--- src/rtl/coherence_arbiter.sv ---
// coherence_arbiter
// Shares one single-ported RAM between two write-back data caches and keeps
// them coherent by snooping. One transaction is granted at a time, with
// round-robin priority between the caches.
//
// Ports:
//   CLK, nRST            clock (rising edge), synchronous active-low reset
//   dREN/dWEN[1:0]       per-cache read / write request
//   cctrans/ccwrite[1:0] per-cache coherence transaction / dirty indication
//   daddr/dstore[1:0]    per-cache address and store data
//   dwait[1:0]           stall to each cache
//   dload[1:0]           load data to each cache (unused lanes are 0)
//   ccwait/ccinv[1:0]    snoop request / snoop-is-invalidate to each cache
//   ccsnoopaddr[1:0]     snoop address to each cache
//   ramREN/ramWEN        RAM read / write strobes
//   ramaddr/ramstore     RAM address and write data
//   ramload, ram_ready   RAM read data, access completes this cycle
module coherence_arbiter #(
    parameter int unsigned WORD_W = 32
) (
    input  logic                   CLK,
    input  logic                   nRST,
    input  logic [1:0]             dREN,
    input  logic [1:0]             dWEN,
    input  logic [1:0]             cctrans,
    input  logic [1:0]             ccwrite,
    input  logic [1:0][WORD_W-1:0] daddr,
    input  logic [1:0][WORD_W-1:0] dstore,
    output logic [1:0]             dwait,
    output logic [1:0][WORD_W-1:0] dload,
    output logic [1:0]             ccwait,
    output logic [1:0]             ccinv,
    output logic [1:0][WORD_W-1:0] ccsnoopaddr,
    output logic                   ramREN,
    output logic                   ramWEN,
    output logic [WORD_W-1:0]      ramaddr,
    output logic [WORD_W-1:0]      ramstore,
    input  logic [WORD_W-1:0]      ramload,
    input  logic                   ram_ready
);

    typedef enum logic [2:0] {IDLE, WB, SNOOP, CCWB, LOAD} state_t;

    state_t             state;
    logic               g;
    logic               last_grant;
    logic               beat;
    logic               is_inv;
    logic [WORD_W-1:0]  snp_addr;

    logic               o;
    logic [1:0]         req;
    logic               gn;

    assign o   = ~g;
    assign req = dREN | dWEN | cctrans;

    // On a tie the cache that did not win last time is granted.
    always_comb begin
        gn = req[1];
        if (req == 2'b11) begin
            gn = ~last_grant;
        end
    end

    always_ff @(posedge CLK) begin
        if (!nRST) begin
            state      <= IDLE;
            g          <= 1'b0;
            last_grant <= 1'b1;
            beat       <= 1'b0;
            snp_addr   <= '0;
            is_inv     <= 1'b0;
        end else begin
            case (state)
                IDLE: begin
                    if (|req) begin
                        g          <= gn;
                        last_grant <= gn;
                        if (dWEN[gn]) begin
                            state <= WB;
                        end else if (cctrans[gn]) begin
                            state    <= SNOOP;
                            snp_addr <= daddr[gn];
                            is_inv   <= ~dREN[gn];
                        end else begin
                            state <= LOAD;
                        end
                    end
                end
                SNOOP: begin
                    if (cctrans[o]) begin
                        if (ccwrite[o]) begin
                            state <= CCWB;
                        end else if (is_inv) begin
                            state <= IDLE;
                        end else begin
                            state <= LOAD;
                        end
                    end
                end
                WB, CCWB, LOAD: begin
                    // Two RAM beats per transaction; beat marks the second.
                    if (ram_ready) begin
                        beat <= ~beat;
                        if (beat) begin
                            beat <= 1'b0;
                            if (state == CCWB && !is_inv) begin
                                state <= LOAD;
                            end else begin
                                state <= IDLE;
                            end
                        end
                    end
                end
                default: state <= IDLE;
            endcase
        end
    end

    always_comb begin
        dwait       = '1;
        dload       = '0;
        ccwait      = '0;
        ccinv       = '0;
        ccsnoopaddr = '0;
        ramREN      = 1'b0;
        ramWEN      = 1'b0;
        ramaddr     = '0;
        ramstore    = '0;
        case (state)
            WB: begin
                ramWEN   = 1'b1;
                ramaddr  = daddr[g];
                ramstore = dstore[g];
                dwait[g] = ~ram_ready;
            end
            SNOOP: begin
                ccwait[o]      = 1'b1;
                ccinv[o]       = is_inv;
                ccsnoopaddr[o] = snp_addr;
            end
            CCWB: begin
                ramWEN   = 1'b1;
                ramaddr  = daddr[o];
                ramstore = dstore[o];
                dwait[o] = ~ram_ready;
            end
            LOAD: begin
                ramREN   = 1'b1;
                ramaddr  = daddr[g];
                dload[g] = ramload;
                dwait[g] = ~ram_ready;
            end
            default: ;
        endcase
    end

endmodule
--- config.mk ---
export PLATFORM = sky130hd
export DESIGN_NAME = coherence_arbiter
export DESIGN_NICKNAME = d
export VERILOG_FILES = /design/src/rtl/coherence_arbiter.sv
export SDC_FILE = /design/constraint.sdc
export NUM_CORES = 1
export LEC_CHECK = 0
export ABC_CLOCK_PERIOD_IN_PS = 4800
export CAP_MARGIN = 20
export CORE_AREA = 2 2 142 144
export DETAILED_ROUTE_END_ITERATION = 10
export DIE_AREA = 0 0 144 146
export SETUP_SLACK_MARGIN = 0.3
export SYNTH_ARGS = -nofsm -noshare
export SYNTH_HDL_FRONTEND = slang
export SYNTH_SLANG_ARGS = --single-unit
--- constraint.sdc ---
create_clock -name CLK -period 4.8 [get_ports CLK]
set_input_delay 1.2 -clock CLK [delete_from_list [all_inputs] [get_ports CLK]]
set_output_delay 1.2 -clock CLK [all_outputs]
set_load 0.01 [all_outputs]
After elaboration in Yosys (flattened, before gate mapping)
Cells that the tools add are included.
Widths: inputs -> output; s select.
{ "op_classes": {"addsub": 0, "n_mul": 0, "div_mod_pow": 0, "n_lt_le_gt_ge": 5, "eq_ne": 9, "shift": 0, "muxes": 49, "bitwise": 15, "n_reduce_logical": 13} }
{ "ops": {"columns": ["cell", "count"], "rows": [
  ["$mux 32", 12],
  ["$and 64x64->64", 2],
  ["$mux 64", 2],
  ["$pmux 32 s2", 2],
  ["$demux 32 s1", 2],
  ["$mux 3", 9],
  ["$mux 1", 16],
  ["$pmux 3 s3", 1],
  ["$ne 2x2->1 const B", 4],
  ["$or 2x2->2", 4],
  ["$reduce_and 4->1", 2],
  ["$eq 3x2->1 const B", 2],
  ["$lt 1x2->1 const B", 3],
  ["$not 1->1", 6],
  ["$reduce_or 2->1", 3],
  ["$mux 2", 2],
  ["$not 2->2", 2],
  ["$pmux 2 s2", 1],
  ["$reduce_and 2->1", 2],
  ["$eq 3x1->1 const B", 1],
  ["$eq 3x3->1 const B", 1],
  ["$logic_and 1x1->1", 3],
  ["$logic_not 3->1", 1],
  ["$reduce_or 3->1", 1],
  ["5 further kinds", 7]
]} }
{ "word_totals": {"register_bits": 39, "latchBits": 0, "ram_bits": 0, "romBits": 0, "inputBits": 171, "wordCells": 97, "n_memories": 0} }

Longest topological paths before layout
Gate-level depths: netlist of run 1.
{ "logic_depth": {"ltp_word": 10, "ltp_mapped": 8, "depth_no_buf": 6} }

Worst setup path before layout of run 1
Ideal clock, no wire load.
{ "synth_timing": {"path_kind": "reg-to-output", "start": "register state[1]", "end": "output ccinv[0]", "arrival_time_ns": 1.488, "t_required_ns": 3.600, "path_slack_ns": 2.112, "path_stages_with_launch": 6, "path_buffers": 2, "path_cell_list": "dfxtp_1 -> buf_2 -> nand2_1 -> nor3b_1 -> clkbuf_1 -> and2_1"} }
{ "synth_between": {"elab_chain_cells": 2} }
{ "synth_lines": {"columns": ["element", "line_no", "rtl"], "rows": [
  ["start: declaration", "44", "state_t state;"],
  ["start signal: assignment", "68", "state <= IDLE;"],
  ["start signal: assignment", "81", "state <= WB;"],
  ["start signal: assignment", "83", "state <= SNOOP;"],
  ["$eq 3x2->1", "131", "case (state)"],
  ["$mux 2", "131", null],
  ["end: declaration", "32", "output logic [1:0] ccinv,"]
]} }
No other way between the ends.

Worst setup path after layout of run 1
{ "layout_timing": {"start": "register state[0]", "end": "output ramaddr[2]"} }
{ "layout_between": {"elab_chain_cells": 3} }
{ "layout_lines": {"columns": ["element", "line_no", "rtl"], "rows": [
  ["$eq 3x1->1 / $eq 3x3->1 (equally long branches)", "131", null],
  ["$reduce_or 2->1 (no source line)", null, null],
  ["$pmux 32 s2 (*)", "131", null],
  ["end: declaration", "36", "output logic [WORD_W-1:0] ramaddr,"]
]} }
Every way passes the cells marked *; elsewhere a longest branch is shown, timed or not.

==> results of run 1 <==
-- flip-flops by register name, summed over array words and instances (netlist names) --
signal	flops
state	3
beat	1
is_inv	1
g	1
last_grant	1
snp_addr	32
-- stage by stage --
stage	util	area [um^2]	setup slack (ns)	std cells
after global placement	0.396	7660	1.01	1116
after CTS	0.403	7800	0.790	1124
after floorplan	-	3740	2.11	519
final	0.403	7800	0.865	1124
after detailed placement	0.396	7660	1.03	1116
after global routing	0.403	7800	0.663	1124
-- Yosys cell counts, types with 3 or more instances --
cell,number,area share
buf_8,3,0.012
and2_1,100,0.17
a22o_1,32,0.075
mux2i_1,35,0.094
nor3_1,4,0.0053
o211a_1,32,0.086
nor2_1,7,0.0070
dfxtp_1,39,0.21
clkbuf_1,29,0.029
nand3_1,4,0.0053
a21oi_1,35,0.047
nand2_1,110,0.11
and3_1,32,0.053
buf_2,16,0.021
o21ai_0,11,0.015
nor2b_1,3,0.0050
-- logic make-up (layout without fill, tap and decap cells) --
group                  after synthesis  count (layout)  synth area share
XOR/XNOR                             3               3           0.00702
multiplexers                        35              35            0.0936
AND/OR/NAND/NOR                    267             267             0.369
AO/OA/AOI/OAI                      122             122             0.250
buffers and inverters               53             393            0.0715
flip-flops                          39              39             0.209
-- metal layers --
metal,up-vias,wire length [um],track usage
met5,-,0,0
met4,0,320,0.0446
met3,20,1940,0.0579
met2,253,9080,0.289
met1,2245,7130,0.185
li1,2487,-,-
-- cells in the final DEF (no fill, tap or decap), drive strengths merged, types with 2 or more instances in the layout --
| master | instances |
|---|---|
| inv | 2 |
| or3 | 2 |
| clkbuf | 6 |
| nor3b | 2 |
| nand3 | 4 |
| and2 | 100 |
| o211ai | 2 |
| and3 | 32 |
| clkdlybuf4s50 | 369 |
| o211a | 32 |
| nand2 | 110 |
| nor3 | 6 |
| xnor2 | 2 |
| mux2i | 35 |
| nor2 | 7 |
| a21oi | 36 |
| buf | 14 |
| o21a | 2 |
| nor2b | 3 |
| a22o | 32 |
| o21ai | 12 |
| dfxtp | 39 |
-- worst min-delay path by stage --
stage                  from           end  slack [ns]  depth (start not counted)
4_1_cts        snp_addr[28]  snp_addr[28]        0.51                          1
6_report       snp_addr[28]  snp_addr[28]        0.51                          1
3_3_place_gp   snp_addr[28]  snp_addr[28]        0.49                          1
3_5_place_dp   snp_addr[28]  snp_addr[28]        0.49                          1
5_1_grt        snp_addr[23]  snp_addr[23]        0.53                          1
2_1_floorplan        is_inv        is_inv        0.45                          2
-- cell type report --
| class | instances | share of cell area |
|---|---|---|
| repair buffers | 383 | 0.487 |
| inverters | 2 | 0.000963 |
| well taps | 265 | 0.0425 |
| multi-input cells | 427 | 0.351 |
| clock inverters | 2 | 0.00160 |
| clock buffers | 6 | 0.0165 |
| flip-flops and latches | 39 | 0.100 |
-- power by group through the flow --
stage	combinational [mW]	clock (mW)	sequential, mW
final	2.09	0.345	0.542
after global routing	2.26	0.372	0.561
after CTS	2.11	0.360	0.543
after detailed placement	2.10	0	0.549
after global placement	2.11	0	0.548
after floorplan	1.20	0	0.489
==> flow_metrics.py, run 1 <==
metrics = {
    "critical_path": {
        "r2r_setup_slack_ns": 2.62,
        "rr_endpoint": "snp_addr[12]",
        "cp-end-kind": "primary output",
        "path_class": "reg2out",
        "cp_num_buf_inv": 3,
        "critPathMaxStageDelay_ns": 0.62,
        "start_kind": "register",
        "crit_path_start": "state[0]",
        "crit_family": "buffers and inverters",
        "endpoint": "ramaddr[2]",
        "crit_fanout": 33,
        "r2r-start": "state[0]",
        "path_depth": 7,
        "required_ns": 3.60,
        "r2r_cells": 5,
        "critPathSlowestCell": "dfxtp_1",
        "arrival_ns": 2.73,
        "worstPathCellList": "nand2_1 -> inv_2 -> o21bai_1 -> o21ai_2 -> buf_4 -> a22o_1 -> clkdlybuf4s50_1",
    },
    "synth": {
        "syn_area_mm2": 0.00374,
        "ys.warnings.count": 0,
        "synth-edff-count": 0,
        "synth_nets": 690,
        "synthFlopType": "dfxtp_1",
        "synth_cells": 519,
        "synth_seq_area_share": 0.209,
        "synth-seq-cells": 39,
        "ys_async_sr_fraction": 0,
        "synth_cell_types": 36,
        "syn_avg_cell_area_um2": 7.21,
    },
    "floorplanning": {
        "core_mm2": 0.0193,
        "die_area_mm2": 0.0210,
        "ios": 371,
        "start_util": 0.194,
        "die_h_um": 146,
        "num_rows": 51,
        "die_w_um": 144,
    },
    "pwr": {
        "total_power_mw": 2.98,
        "p_clk_frac": 0.116,
        "vdd_drop_max_mv": 0.179,
        "leakagePower_nw": 3.34,
        "power_switching_mw": 1.29,
        "pwr-share-comb": 0.702,
        "seqPwrFrac": 0.182,
        "power.density_mw_per_mm2": 382,
        "intPower_mw": 1.68,
        "switching_share": 0.435,
    },
    "timing": {
        "tightest_slew_ns": 0.798,
        "setup_viol_count_final": 0,
        "timing.fmax_mhz": 254,
        "slew_headroom": 0.465,
        "rsz0062_at_grt": "no",
        "min_period_ns": 3.93,
        "hold_ws_ns": 0.508,
        "final_hold_viol_count": 0,
        "finalCritPeriodShare": 0.820,
        "fin_skew_ns": 0.00923,
        "drv_slew": 0,
        "tns_ns": 0,
    },
    "layout": {
        "multi_input_area_mm2": 0.00274,
        "fillers": 2022,
        "antennaDiodeCount": 0,
        "register_area_um2": 781,
        "drive_gt1_frac": 0.0407,
        "area_growth_pct": 108,
        "nets": 1029,
    },
    "global_routing": {
        "grt_pass1_vias": 4644,
        "antenna_found_initial": 0,
        "grt-ovfl-total": 0,
        "grt_pass1_wl_mm": 26.8,
        "track_usage": 0.164,
        "grt_max_degree": 68,
    },
    "placement": {
        "dp_hpwl_mm": 14.3,
        "io_buffers": 370,
        "place_congestion": 0.796,
    },
    "hold_path": {
        "hold_path_class": "reg2reg",
    },
    "drt": {
        "routedWlPerCell_um": 16.4,
        "via_per_inst": 4.45,
        "wirelength_mm": 18.5,
        "initialDrtViolationCount": 211,
        "ant_nets": 0,
        "first_pass_iters": 5,
        "drc_errors": 0,
        "dr_total_vias": 5005,
    },
    "job": {
        "drv_cap": 0,
    },
    "clock_network": {
        "clkSinkCount": 39,
        "cts_root_buf": "clkbuf_16",
        "htreeDepth": 2,
        "cts_inserted_buffers": 5,
        "clk_latency_ns": 0.30,
        "cts_setup_buffers": 0,
        "cts.repair.resized": 0,
        "ctsHoldBuffers": 0,
        "cts_tree": "yes",
        "cts_buffer_depth": 2,
        "clkTransAtPathRegs_ns": 0.07,
    },
    "status": {
        "status": "finished, final reports clean",
    },
}
Note: power is estimated with default switching activity, not from simulation.
==> inputs of run 2 (changes only) <==
ABC_CLOCK_PERIOD_IN_PS = 3900   (was 4800)
CORE_AREA = 2 2 145 147   (was 2 2 142 144)
DIE_AREA = 0 0 147 149   (was 0 0 144 146)
clock period = 3.9 ns   (was 4.8 ns; I/O delays follow)
==> run 2 against run 1 <==
Effect of this change:
- worst setup slack got worse by 0.40 ns
- first-iteration DRC count decreased by 26%
- flip-flop and latch count unchanged
- count of clock-buffer cells in the layout decreased by 1
- die area increased by 4.2%
- combinational power increased by 23%
- largest power group unchanged
==> flow_metrics.py, run 2 (synthesis gave the netlist of run 1 again) <==
metrics = {
    "status": {
        "status": "finished, final reports clean",
    },
    "layout": {
        "drive_gt1_frac": 0.0465,
        "largest_reg_flops": 32,
        "regMostFlops": "snp_addr",
        "register_area_um2": 783,
        "reg_top3": "snp_addr x32, state x3",
        "fillers": 2107,
        "final_cell_mix": "clkdlybuf4s50_1 (369), nand2_1 (110), and2_1 (100)",
        "stdcell_count": 1136,
        "area_growth_pct": 110,
        "final_util": 0.382,
        "antennaDiodeCount": 0,
        "layout_commonest_cell": "clkdlybuf4s50_1",
        "multi_input_area_mm2": 0.00275,
        "nets": 1031,
    },
    "drt": {
        "via_per_inst": 4.38,
        "wirelength_mm": 17.8,
        "drc_errors": 0,
        "first_pass_iters": 5,
        "routedWlPerCell_um": 15.7,
        "ant_nets": 0,
        "initialDrtViolationCount": 157,
        "dr_total_vias": 4978,
    },
    "global_routing": {
        "grt_pass1_vias": 4829,
        "track_usage": 0.152,
        "grt_max_degree": 68,
        "grt-ovfl-total": 0,
        "grt_pass1_wl_mm": 26.8,
        "antenna_found_initial": 0,
    },
    "critical_path": {
        "arrival_ns": 2.46,
        "r2r_cells": 6,
        "r2r_setup_slack_ns": 2.09,
        "required_ns": 2.92,
        "crit_fanout": 42,
        "r2r-start": "last_grant",
        "crit_path_start": "g",
        "start_kind": "register",
        "rr_endpoint": "snp_addr[6]",
        "path_class": "reg2out",
        "cp-end-kind": "primary output",
    },
    "clock_network": {
        "clk_latency_ns": 0.28,
        "htreeDepth": 2,
        "cts.repair.resized": 1,
        "ctsHoldBuffers": 0,
        "clkTransAtPathRegs_ns": 0.06,
        "cts_inserted_buffers": 5,
        "cts_buffer_depth": 2,
        "cts_root_buf": "clkbuf_16",
        "cts_tree": "yes",
        "cts_setup_buffers": 0,
        "clkSinkCount": 39,
    },
    "hold_path": {
        "hold_path_class": "reg2reg",
        "min_path_cells": 1,
        "min_to": "snp_addr[6]",
        "worstHoldStart": "snp_addr[6]",
    },
    "pwr": {
        "pwr-share-comb": 0.705,
        "vdd_drop_max_mv": 0.242,
        "leakagePower_nw": 3.35,
        "power.density_mw_per_mm2": 465,
        "total_power_mw": 3.66,
        "switching_share": 0.425,
        "intPower_mw": 2.10,
        "seqPwrFrac": 0.182,
        "p_clk_frac": 0.113,
        "power_switching_mw": 1.56,
    },
    "timing": {
        "fin_ws_ns": 0.464,
        "timing.fmax_mhz": 291,
        "slew_headroom": 0.586,
        "drv_slew": 0,
        "rsz0062_at_grt": "no",
        "finalCritPeriodShare": 0.881,
        "tns_ns": 0,
        "final_hold_viol_count": 0,
        "fin_skew_ns": 0.00429,
        "setup_viol_count_final": 0,
        "tightest_slew_ns": 0.621,
        "min_period_ns": 3.44,
    },
    "job": {
        "drv_cap": 0,
    },
    "placement": {
        "dp.cells": 1128,
        "preCtsSetupSlack_ns": 0.542,
        "place_congestion": 0.796,
        "dp_hpwl_mm": 13.9,
        "io_buffers": 370,
    },
    "floorplanning": {
        "die_w_um": 147,
        "ios": 371,
        "core_mm2": 0.0206,
        "die_h_um": 149,
        "start_util": 0.182,
        "die_area_mm2": 0.0219,
        "num_rows": 53,
    },
}
run 2: changes by cell type in the layout (fill, tap and decap cells not counted):
cell,before,now
clkbuf_1,1,0
dfxtp_1,39,37
buf_8,0,1
dfxtp_2,0,2
xnor2_4,0,1
xnor2_2,1,0
clkinvlp_4,1,2
buf_12,0,1
run 2: stage by stage:
step	hold slack (ns)	cell area, um^2
floorplan	0.454	3740
global placement	0.490	7700
detailed placement	0.496	7700
CTS	0.514	7850
global route	0.527	7860
finish	0.510	7860
run 2: layout make-up:
| cell class | count | area share |
|---|---|---|
| Clock buffer | 5 | 0.0159 |
| Clock inverter | 3 | 0.00255 |
| Inverter | 2 | 0.000955 |
| Multi-Input combinational cell | 427 | 0.350 |
| Sequential cell | 39 | 0.0996 |
| Tap cell | 275 | 0.0438 |
| Timing Repair Buffer | 385 | 0.487 |
run 2: critical path: stages, from the launching register on:
cell and delay [ns]:
dfxtp_1 0.46, buf_8 0.30, xor2_2 0.15, buf_4 0.33, nand2_1 0.09, a21oi_1 0.26
clkdlybuf4s50_1 0.59
run 2: worst max-delay path by stage:
stage          cells after the start          end
2_1_floorplan                      5     ccinv[0]
3_3_place_gp                       5  ramstore[7]
3_5_place_dp                       5  ramstore[4]
4_1_cts                            6   ramaddr[1]
5_1_grt                            6  ramstore[9]
6_report                           6  ramstore[9]
run 2: power groups by stage:
stage | sequential [mW] | combinational (mW) | clock, mW
final | 0.666 | 2.58 | 0.413
after global placement | 0.664 | 2.61 | 0
after CTS | 0.663 | 2.62 | 0.438
after detailed placement | 0.666 | 2.60 | 0
after global routing | 0.688 | 2.81 | 0.451
after floorplan | 0.602 | 1.47 | 0
run 2: per-layer routing:
| layer | routed length (um) | global-route usage | share of wire |
|---|---|---|---|
| met3 | 1810 | 0.0572 | 0.10 |
| met5 | 0 | 0 | 0 |
| met1 | 6940 | 0.170 | 0.39 |
| met4 | 153 | 0.0240 | 0.0086 |
| met2 | 8920 | 0.280 | 0.50 |
==> patch (flow settings as in run 2) <==
Change the parameter `WORD_W` from 32 to 40.
--- a/src/rtl/coherence_arbiter.sv
+++ b/src/rtl/coherence_arbiter.sv
@@ -18,3 +18,3 @@
 module coherence_arbiter #(
-    parameter int unsigned WORD_W = 32
+    parameter int unsigned WORD_W = 40
 ) (
Ports: changed (7 resized); port bits go from 371 to 459. No check against the original RTL was run, so the function may have changed too.
==> patch against run 2 <==
Routed wire length is 37% higher. Non-clock buffer count rose by 93. Final area up 22%. Area after synthesis rose by 21%. Sequential cell count is 8 higher. Total power grew 31%. Critical path type unchanged. Clock skew about the same. Setup slack worse by 23 ps. Final cell count rose by 17%.
==> patch: results (changes against run 2) <==
root buf cell clkbuf_16; Hold/Removal Path Class reg2reg; biggest regs snp_addr x40, state x3; Final nets 1260 (+22%); Rel. slew slack 53.2% (-5.4 points); Placer Congestion 0.759 (-4.6%); clock tree buffer depth 2 (unchanged); drt via density 4.59 (+4.7%); status finished clean; register area share after synthesis 20.7% (-0.15 points); Synthesized Nets 839 (+22%); count of different cell masters after synthesis 37 (+2.8%); Buffers on Ports 458 (+24%); Inserted Diodes 0 (unchanged); Iter 0 DRT Violations 165 (+5.1%); Num CTS Buffers 5 (unchanged); synth warn 0 (unchanged); layout cells sized above 1 3.90% (-0.74 points); Max IR drop VDD 0.220 mV (-9.3%); top sig layer met5; die area 0.0219 mm² (unchanged); Met3 Routed Length 1.99 mm (+9.7%); P_leak 4.15 nW (+24%); asr flop ratio synth 0% (unchanged); Fin Clk Skew 4.23 ps (-0.0620 ps); Tot GR Track Use 20.7% (+5.5 points); most instantiated cells after synthesis 134 x nand2_1, 124 x and2_1, 47 x dfxtp_1; Max H-tree Level 2 (unchanged); Worst-Skew Late Latency 290 ps; largest net degree at the start of global routing 84 (+24%); global-route wire length before repair 35.5 mm (+33%); CP arrival 2480 ps (+20 ps); number of global-route vias before repair 5779 (+20%); Final setup viols 0 (unchanged); Pre-antenna DRT Iters 4 (-1); fillers 2065 (-2.0%); metal2 WL 11.9 mm (+33%); pre-CTS WS 381 ps (-162 ps); Final HPWL DP 18.9 mm (+36%); Synth area leaders dfxtp_1 21%, and2_1 17%, nand2_1 11%, mux2i_1 9.5%, o211a_1 8.8%; ys flop type dfxtp_1; drt wl/cell 18.5 µm (+18%); CTS clk-pin slew, worst paths around 70 ps; initial antenna violation count 1 (+1); met1 WL 10.1 mm (+45%); CP Max Fanout 41 (-2.4%)
-- patch: cell count changes after synthesis, sizes merged, moves of 4 or more --
cell    before  now
dfxtp       39   47
nand2      110  134
and3        32   40
a22o        32   40
a21oi       36   44
clkbuf      29   38
o211a       32   40
mux2i       35   43
and2       100  124
buf         22   26
-- patch: worst paths after layout --
| kind | from | to | slack (ps) | cells past startpoint |
|---|---|---|---|---|
| setup reg to reg | state[1] | snp_addr[19] | 1930 | 6 |
| hold reg to reg | snp_addr[1] | snp_addr[1] | 510 | 1 |
| hold / removal | snp_addr[1] | snp_addr[1] | 510 | 1 |
| setup / recovery | state[1] | ramaddr[6] | 440 | 7 |
-- patch: critical path, cell delays in order, from the launching register on --
cell and delay [ps]:
dfxtp_1 420, buf_4 220, nor2b_1 250, nand2_1 120, mux2i_4 170, buf_12 220
a22o_1 160, clkdlybuf4s50_1 570
-- patch: power by group --
group          total (W)  internal (W)  switching, W
clock network   0.000556      0.000368      0.000188
logic            0.00345       0.00174       0.00171
registers       0.000783      0.000654      0.000129
-- patch: through the flow --
step	cell area (µm²)	std cells	hold WS, ps	util, %	power [W]
6_report	9620	1325	507	46.8	0.00479
3_3_place_gp	9400	1316	488	45.7	0.00423
3_5_place_dp	9400	1316	494	45.7	0.00423
2_1_floorplan	4540	628	446	-	0.00257
4_1_cts	9610	1324	511	46.7	0.00484
5_1_grt	9620	1325	532	46.8	0.00511
-- patch: repair_timing --
| action | in CTS | in global routing |
|---|---|---|
| setup buffers | 0 | 1 |
| pin swaps | 0 | 1 |
| hold endpoints to repair | 0 | 0 |
| endpoints found under the setup margin | 1 | 39 |
| gates resized for setup | 3 | 1 |
-- patch: layout make-up --
| type | instances | area, µm² | area share (%) |
|---|---|---|---|
| clock buffers | 6 | 129 | 1.34 |
| clock inverters | 2 | 60.1 | 0.624 |
| inverters | 2 | 7.51 | 0.0781 |
| multi-input cells | 515 | 3330 | 34.6 |
| flip-flops and latches | 47 | 942 | 9.80 |
| well taps | 275 | 344 | 3.58 |
| repair buffers | 478 | 4800 | 49.9 |
-- patch: metal layers --
layer / up-vias / GRT usage, %
met5: - / 0
met4: 2 / 5.29
met3: 30 / 5.90
met2: 264 / 36.1
met1: 2771 / 25.1
li1: 3014 / -
-- patch: cell families after synthesis --
group / after synthesis / synth area share, %
and+or+nand+nor: 323 / 37.0
AOI/OAI and AO/OA: 146 / 24.8
buffers and inverters: 66 / 7.38
DFF: 47 / 20.7
muxes: 43 / 9.48
xor gates and xnor gates: 3 / 0.579
